**config.mk**
```make
export PLATFORM = sky130hd
export DESIGN_NAME = systolic_pipe
export DESIGN_NICKNAME = d
export VERILOG_FILES = /design/src/rtl/systolic_pkg.sv /design/src/rtl/systolic_cell.sv /design/src/rtl/systolic_pipe.sv
export SDC_FILE = /design/constraint.sdc
export NUM_CORES = 1
export LEC_CHECK = 0
export ABC_AREA = 1
export CAP_MARGIN = 20
export CORE_MARGIN = 3
export CORE_UTILIZATION = 45
export DETAILED_ROUTE_END_ITERATION = 10
export GPL_TIMING_DRIVEN = 0
export HOLD_SLACK_MARGIN = 0.06
export RECOVER_POWER = 100
export SETUP_SLACK_MARGIN = 0.02
export SYNTH_ARGS = -nofsm -noshare
export SYNTH_HDL_FRONTEND = slang
export SYNTH_SLANG_ARGS = --single-unit
```
**constraint.sdc**
```tcl
create_clock -name clk -period 1.1 [get_ports clk]
set_input_delay 0.165 -clock clk [delete_from_list [all_inputs] [get_ports clk]]
set_output_delay 0.165 -clock clk [all_outputs]
set_load 0.03 [all_outputs]
```
**src/rtl/systolic_pkg.sv**
```systemverilog
// ============================================================================
// Module      : systolic_pkg
// Description : Op codes and helper functions for the pipelined systolic array.
// Revision    : 1.0 - initial release
// ============================================================================
`default_nettype none

package systolic_pkg;

    localparam logic [1:0] OP_AND = 2'd0;
    localparam logic [1:0] OP_OR  = 2'd1;
    localparam logic [1:0] OP_XOR = 2'd2;
    localparam logic [1:0] OP_NOR = 2'd3;

    function automatic logic sys_op(input logic [1:0] op, input logic a, input logic b);
        logic r;
        case (op)
            OP_AND:  r = a & b;
            OP_OR:   r = a | b;
            OP_XOR:  r = a ^ b;
            OP_NOR:  r = ~(a | b);
            default: r = 1'b0;
        endcase
        return r;
    endfunction

    // Sample reaches cell (ROW,COLUMN) after ROW+COLUMN-1 advancing edges.
    function automatic int sys_latency(input int rows, input int cols);
        return rows + cols - 1;
    endfunction

endpackage

`default_nettype wire

```
**src/rtl/systolic_cell.sv**
```systemverilog
// ============================================================================
// Module      : systolic_cell
// Description : One registered array cell: q <= op(h, v) when enabled.
// Revision    : 1.0 - initial release
// ============================================================================
`default_nettype none

module systolic_cell
    import systolic_pkg::*;
#(
    parameter logic [1:0] OP = OP_AND
) (
    input  logic clk,
    input  logic rst,
    input  logic en,
    input  logic h,
    input  logic v,
    output logic q
);

    always_ff @(posedge clk) begin
        if (rst) begin
            q <= 1'b0;
        end else if (en) begin
            q <= sys_op(OP, h, v);
        end
    end

endmodule

`default_nettype wire

```
**src/rtl/systolic_pipe.sv**
```systemverilog
// ============================================================================
// Module      : systolic_pipe
// Description : Pipelined ROW x COLUMN systolic gate array with valid/ready
//               handshakes; one sample accepted per cycle, one bit out.
// Revision    : 1.0 - initial release
// ============================================================================
`default_nettype none

module systolic_pipe
    import systolic_pkg::*;
#(
    parameter int         ROW      = 4,
    parameter int         COLUMN   = 12,
    parameter logic [1:0] OP_DIAG  = OP_AND,
    parameter logic [1:0] OP_UPPER = OP_XOR,
    parameter logic [1:0] OP_LOWER = OP_OR
) (
    input  logic              clk,
    input  logic              rst,
    input  logic              in_valid,
    output logic              in_ready,
    input  logic [ROW-1:0]    inRow,
    input  logic [COLUMN-1:0] inColumn,
    output logic              out_valid,
    input  logic              out_ready,
    output logic              out
);

    localparam int L = sys_latency(ROW, COLUMN);

    logic                          w_adv;
    logic                          w_accept;
    logic [ROW-1:0]                w_row_sk;
    logic [COLUMN-1:0]             w_col_sk;
    logic [ROW-1:0][COLUMN-1:0]    w_q;
    logic [L-1:0]                  r_valid;

    // The whole array moves in lockstep; a stalled output freezes everything.
    assign w_adv     = !out_valid || out_ready;
    assign in_ready  = w_adv;
    assign w_accept  = in_valid && w_adv;
    assign out_valid = r_valid[L-1];
    assign out       = w_q[ROW-1][COLUMN-1];

    always_ff @(posedge clk) begin
        if (rst) begin
            r_valid <= '0;
        end else if (w_adv) begin
            r_valid[0] <= w_accept;
            for (int k = 1; k < L; k++) begin
                r_valid[k] <= r_valid[k-1];
            end
        end
    end

    for (genvar r = 0; r < ROW; r++) begin : g_row_skew
        if (r == 0) begin : g_direct
            assign w_row_sk[r] = inRow[r];
        end else begin : g_delay
            logic [r-1:0] r_sk;
            always_ff @(posedge clk) begin
                if (rst) begin
                    r_sk <= '0;
                end else if (w_adv) begin
                    r_sk[0] <= inRow[r];
                    for (int k = 1; k < r; k++) begin
                        r_sk[k] <= r_sk[k-1];
                    end
                end
            end
            assign w_row_sk[r] = r_sk[r-1];
        end
    end

    for (genvar c = 0; c < COLUMN; c++) begin : g_col_skew
        if (c == 0) begin : g_direct
            assign w_col_sk[c] = inColumn[c];
        end else begin : g_delay
            logic [c-1:0] r_sk;
            always_ff @(posedge clk) begin
                if (rst) begin
                    r_sk <= '0;
                end else if (w_adv) begin
                    r_sk[0] <= inColumn[c];
                    for (int k = 1; k < c; k++) begin
                        r_sk[k] <= r_sk[k-1];
                    end
                end
            end
            assign w_col_sk[c] = r_sk[c-1];
        end
    end

    for (genvar i = 0; i < ROW; i++) begin : g_cell_row
        for (genvar j = 0; j < COLUMN; j++) begin : g_cell_col
            localparam logic [1:0] CELL_OP = (i == j) ? OP_DIAG :
                                             (i <  j) ? OP_UPPER : OP_LOWER;
            logic w_h;
            logic w_v;

            if (j == 0) begin : g_h_edge
                assign w_h = w_row_sk[i];
            end else begin : g_h_int
                assign w_h = w_q[i][j-1];
            end

            if (i == 0) begin : g_v_edge
                assign w_v = w_col_sk[j];
            end else begin : g_v_int
                assign w_v = w_q[i-1][j];
            end

            systolic_cell #(
                .OP (CELL_OP)
            ) u_cell (
                .clk (clk),
                .rst (rst),
                .en  (w_adv),
                .h   (w_h),
                .v   (w_v),
                .q   (w_q[i][j])
            );
        end
    end

endmodule

`default_nettype wire

```
==> flow_metrics.tcl <==
set metrics [dict create \
    status "finished with violations" \
    violations "setup timing" \
    area_growth_pct 29.7 \
    grt_pass1_vias 4746 \
    drc 0 \
    start_util_pct 46.7 \
    ys_seq_area_share_pct 47.4 \
    clkTransAtPathRegs_ns 0.06 \
    holdWs_ns 0.331 \
    io_pins 23 \
    worstHoldStart "inColumn[7]" \
    rsz0062_at_grt "yes" \
    fin_cells 1083 \
    setup_slack_ns -0.209 \
    n_fill_cell 1132 \
    worst-endpoint-required_ns 1.44 \
    drtIter0Drc 390 \
    max-clock-path-buffers 2 \
    rows 40 \
    slew_headroom_pct 64.9 \
    overflow 0 \
    cts-root-buf "clkbuf_16" \
    synth_cells 839 \
    grt_use_total_pct 19.4 \
    gp_congestion 0.806 \
    power_mw 11.0 \
    r2r_setup_slack_ns -0.21 \
    post_drt_wl_per_cell_um 12.4 \
    yosysWarnings 0 \
    drt.antenna.violating_nets 0 \
    io_buffers 22 \
    cts_inserted_buffers 17 \
    drive_gt1_share_pct 14.6 \
    slew_viol_final 0 \
    clk_latency_ns 0.41 \
    dp_hpwl_um 8630 \
    end_kind "flip-flop" \
    p_per_area_nw_per_um2 1490 \
    grt_pass1_wl_um 22100 \
    drv_cap 0 \
    place_inst 1029 \
    path_class "reg -> reg" \
    postSynthAreaPerCell_sq_um 6.80 \
    holdBufCountCts 0 \
    coreArea_sq_um 12200 \
    vias 5072 \
    routed_via_density 4.68 \
    rr_startpoint "r_valid[14]" \
    critPathArrivalTime_ns 1.65 \
    hold_path_end "g_col_skew[7].g_delay.r_sk[0]" \
    setup_viol 135 \
    hold_path.class "in -> reg" \
    final_hold_viol_count 0 \
    tritoncts "done" \
    drt_first_pass_iters 7 \
    yosysTopAreaCellShare_pct 47.4 \
    multiInputGateArea_sq_um 2680 \
    fin_crit_sh_pct 119 \
    irDropWorstVdd_mv 0.997 \
    die-area_sq_um 14100 \
    synth_cell_types 12 \
    cts.sinks 135 \
    fmax_ghz 0.764 \
    seqCellArea_sq_um 2710 \
    routed_wl_um 13500 \
    worst_pin_slew_ns 0.527 \
    r2r_end "g_cell_row[1].g_cell_col[8].u_cell.q" \
    syn_nets 859 \
    die_h_um 119 \
    hold_depth 3 \
    grt_max_degree 17 \
    yosys-top-cells-area "dfxtp_1 47%, nor2_1 18%, nand2_1 14%" \
    htreeDepth 4 \
    n_antenna_cell 0 \
    ff2ff_path_depth 8 \
    final.min_clock_period_ns 1.31 \
    cp_max_fo 10 \
    synth-seq-cells 135 \
    critical_path.startpoint_type "flip-flop" \
    die_x_um 119 \
    total_leakage_power_nw 3.12 \
    antenna_found_initial 0 \
    finalNetCount 923 \
    fin_skew_ns 0.00460 \
    synth_area_sq_um 5710 \
    netlist.top_cell.by_area "dfxtp_1" \
]
[through the flow]
step                      setup TNS (ns)  util, %  instance area [sq um]  setup WS, ns
after global placement            -62.84     50.4                   6160        -0.924
after global routing              -24.43     60.6                   7400        -0.275
after detailed placement          -62.99     50.4                   6160        -0.921
final                             -15.12     60.6                   7400        -0.209
after CTS                         -12.10     58.4                   7130        -0.204
after floorplan                        0        -                   5730       0.00415
[how the worst max path moves through the flow]
stage,startpoint,to
global placement,out_ready,in_ready
global route,r_valid[14],g_cell_row[1].g_cell_col[8].u_cell.q
CTS,r_valid[14],in_ready
finish,r_valid[14],g_cell_row[1].g_cell_col[8].u_cell.q
detailed placement,out_ready,in_ready
floorplan,r_valid[14],g_col_skew[2].g_delay.r_sk[1]
[logic make-up (layout without fill, tap and decap cells)]
group / count (synthesis) / in the layout / share of synthesized area, %
AO/OA/AOI/OAI: 74 / 74 / 9.69
AND/OR/NAND/NOR: 516 / 516 / 34.8
buffers and inverters: 114 / 190 / 8.11
flip-flops: 135 / 135 / 47.4
[critical path: stages (launching register included)]
cell and delay [ns]:
dfxtp_4 0.39, inv_2 0.05, nor2_4 0.15, buf_6 0.13, buf_12 0.12, buf_12 0.12, buf_12 0.13, nor2_1 0.05
nor2_1 0.10
[registers in the layout (all words and copies together), names as in the netlist]
| name | cells |
|---|---|
| g_col_skew.g_delay.r_sk | 65 |
| g_cell_row.g_cell_col.u_cell.q | 48 |
| r_valid | 15 |
| g_row_skew.g_delay.r_sk | 5 |
| g_cell_row.g_cell_col.w_v | 1 |
| g_cell_row.g_cell_col.w_h | 1 |
[timing repair]
item                       in CTS  in global routing
buffers inserted                9                  9
setup endpoints to repair     136                137
gates resized for setup        98                 64
gates cloned                    6                  3
pin swaps                       1                 33
[where the power goes]
group	leakage, nW	total, mW	internal [mW]	switching [mW]
sequential	1.10	5.11	5.03	0.0822
combinational	1.77	0.663	0.312	0.352
clock	0.255	5.23	3.22	2.01
total	3.12	11.0	8.56	2.44
[layout make-up]
cell class                      count  share of cell area, %
Clock inverter                      7                  0.964
Inverter                           67                   3.40
Tap cell                          168                   2.84
Buffer                             44                   5.55
Timing Repair Buffer               48                   8.05
Multi-Input combinational cell    590                   36.2
Clock buffer                       24                   6.39
Sequential cell                   135                   36.6
[routing by layer]
metal / up-vias / global-route usage [%] / wire (um)
met5: - / 0 / 0
met4: 0 / 5.43 / 70
met3: 6 / 4.88 / 426
met2: 56 / 33.0 / 6660
met1: 2339 / 24.3 / 6310
li1: 2671 / - / -
[layout by cell type, fill, tap and decap left out, types with 13 or more instances in the layout]
cell             instances
nor2_1                 242
nand2_1                201
dfxtp_1                133
o21bai_1                73
inv_1                   64
nand3_1                 37
nor2_2                  21
clkbuf_16               21
buf_4                   19
clkdlybuf4s50_1         19
buf_8                   13
clkbuf_2                13
[synthesized netlist by cell type]
cell	number
inv_1	66
buf_1	4
clkbuf_1	15
dfxtp_1	135
clkinv_1	1
nand3b_1	1
buf_2	28
nand3_1	37
nor2_1	270
o21bai_1	73
a21oi_1	1
nand2_1	208
No activity file was read; power rests on OpenSTA's default activity.
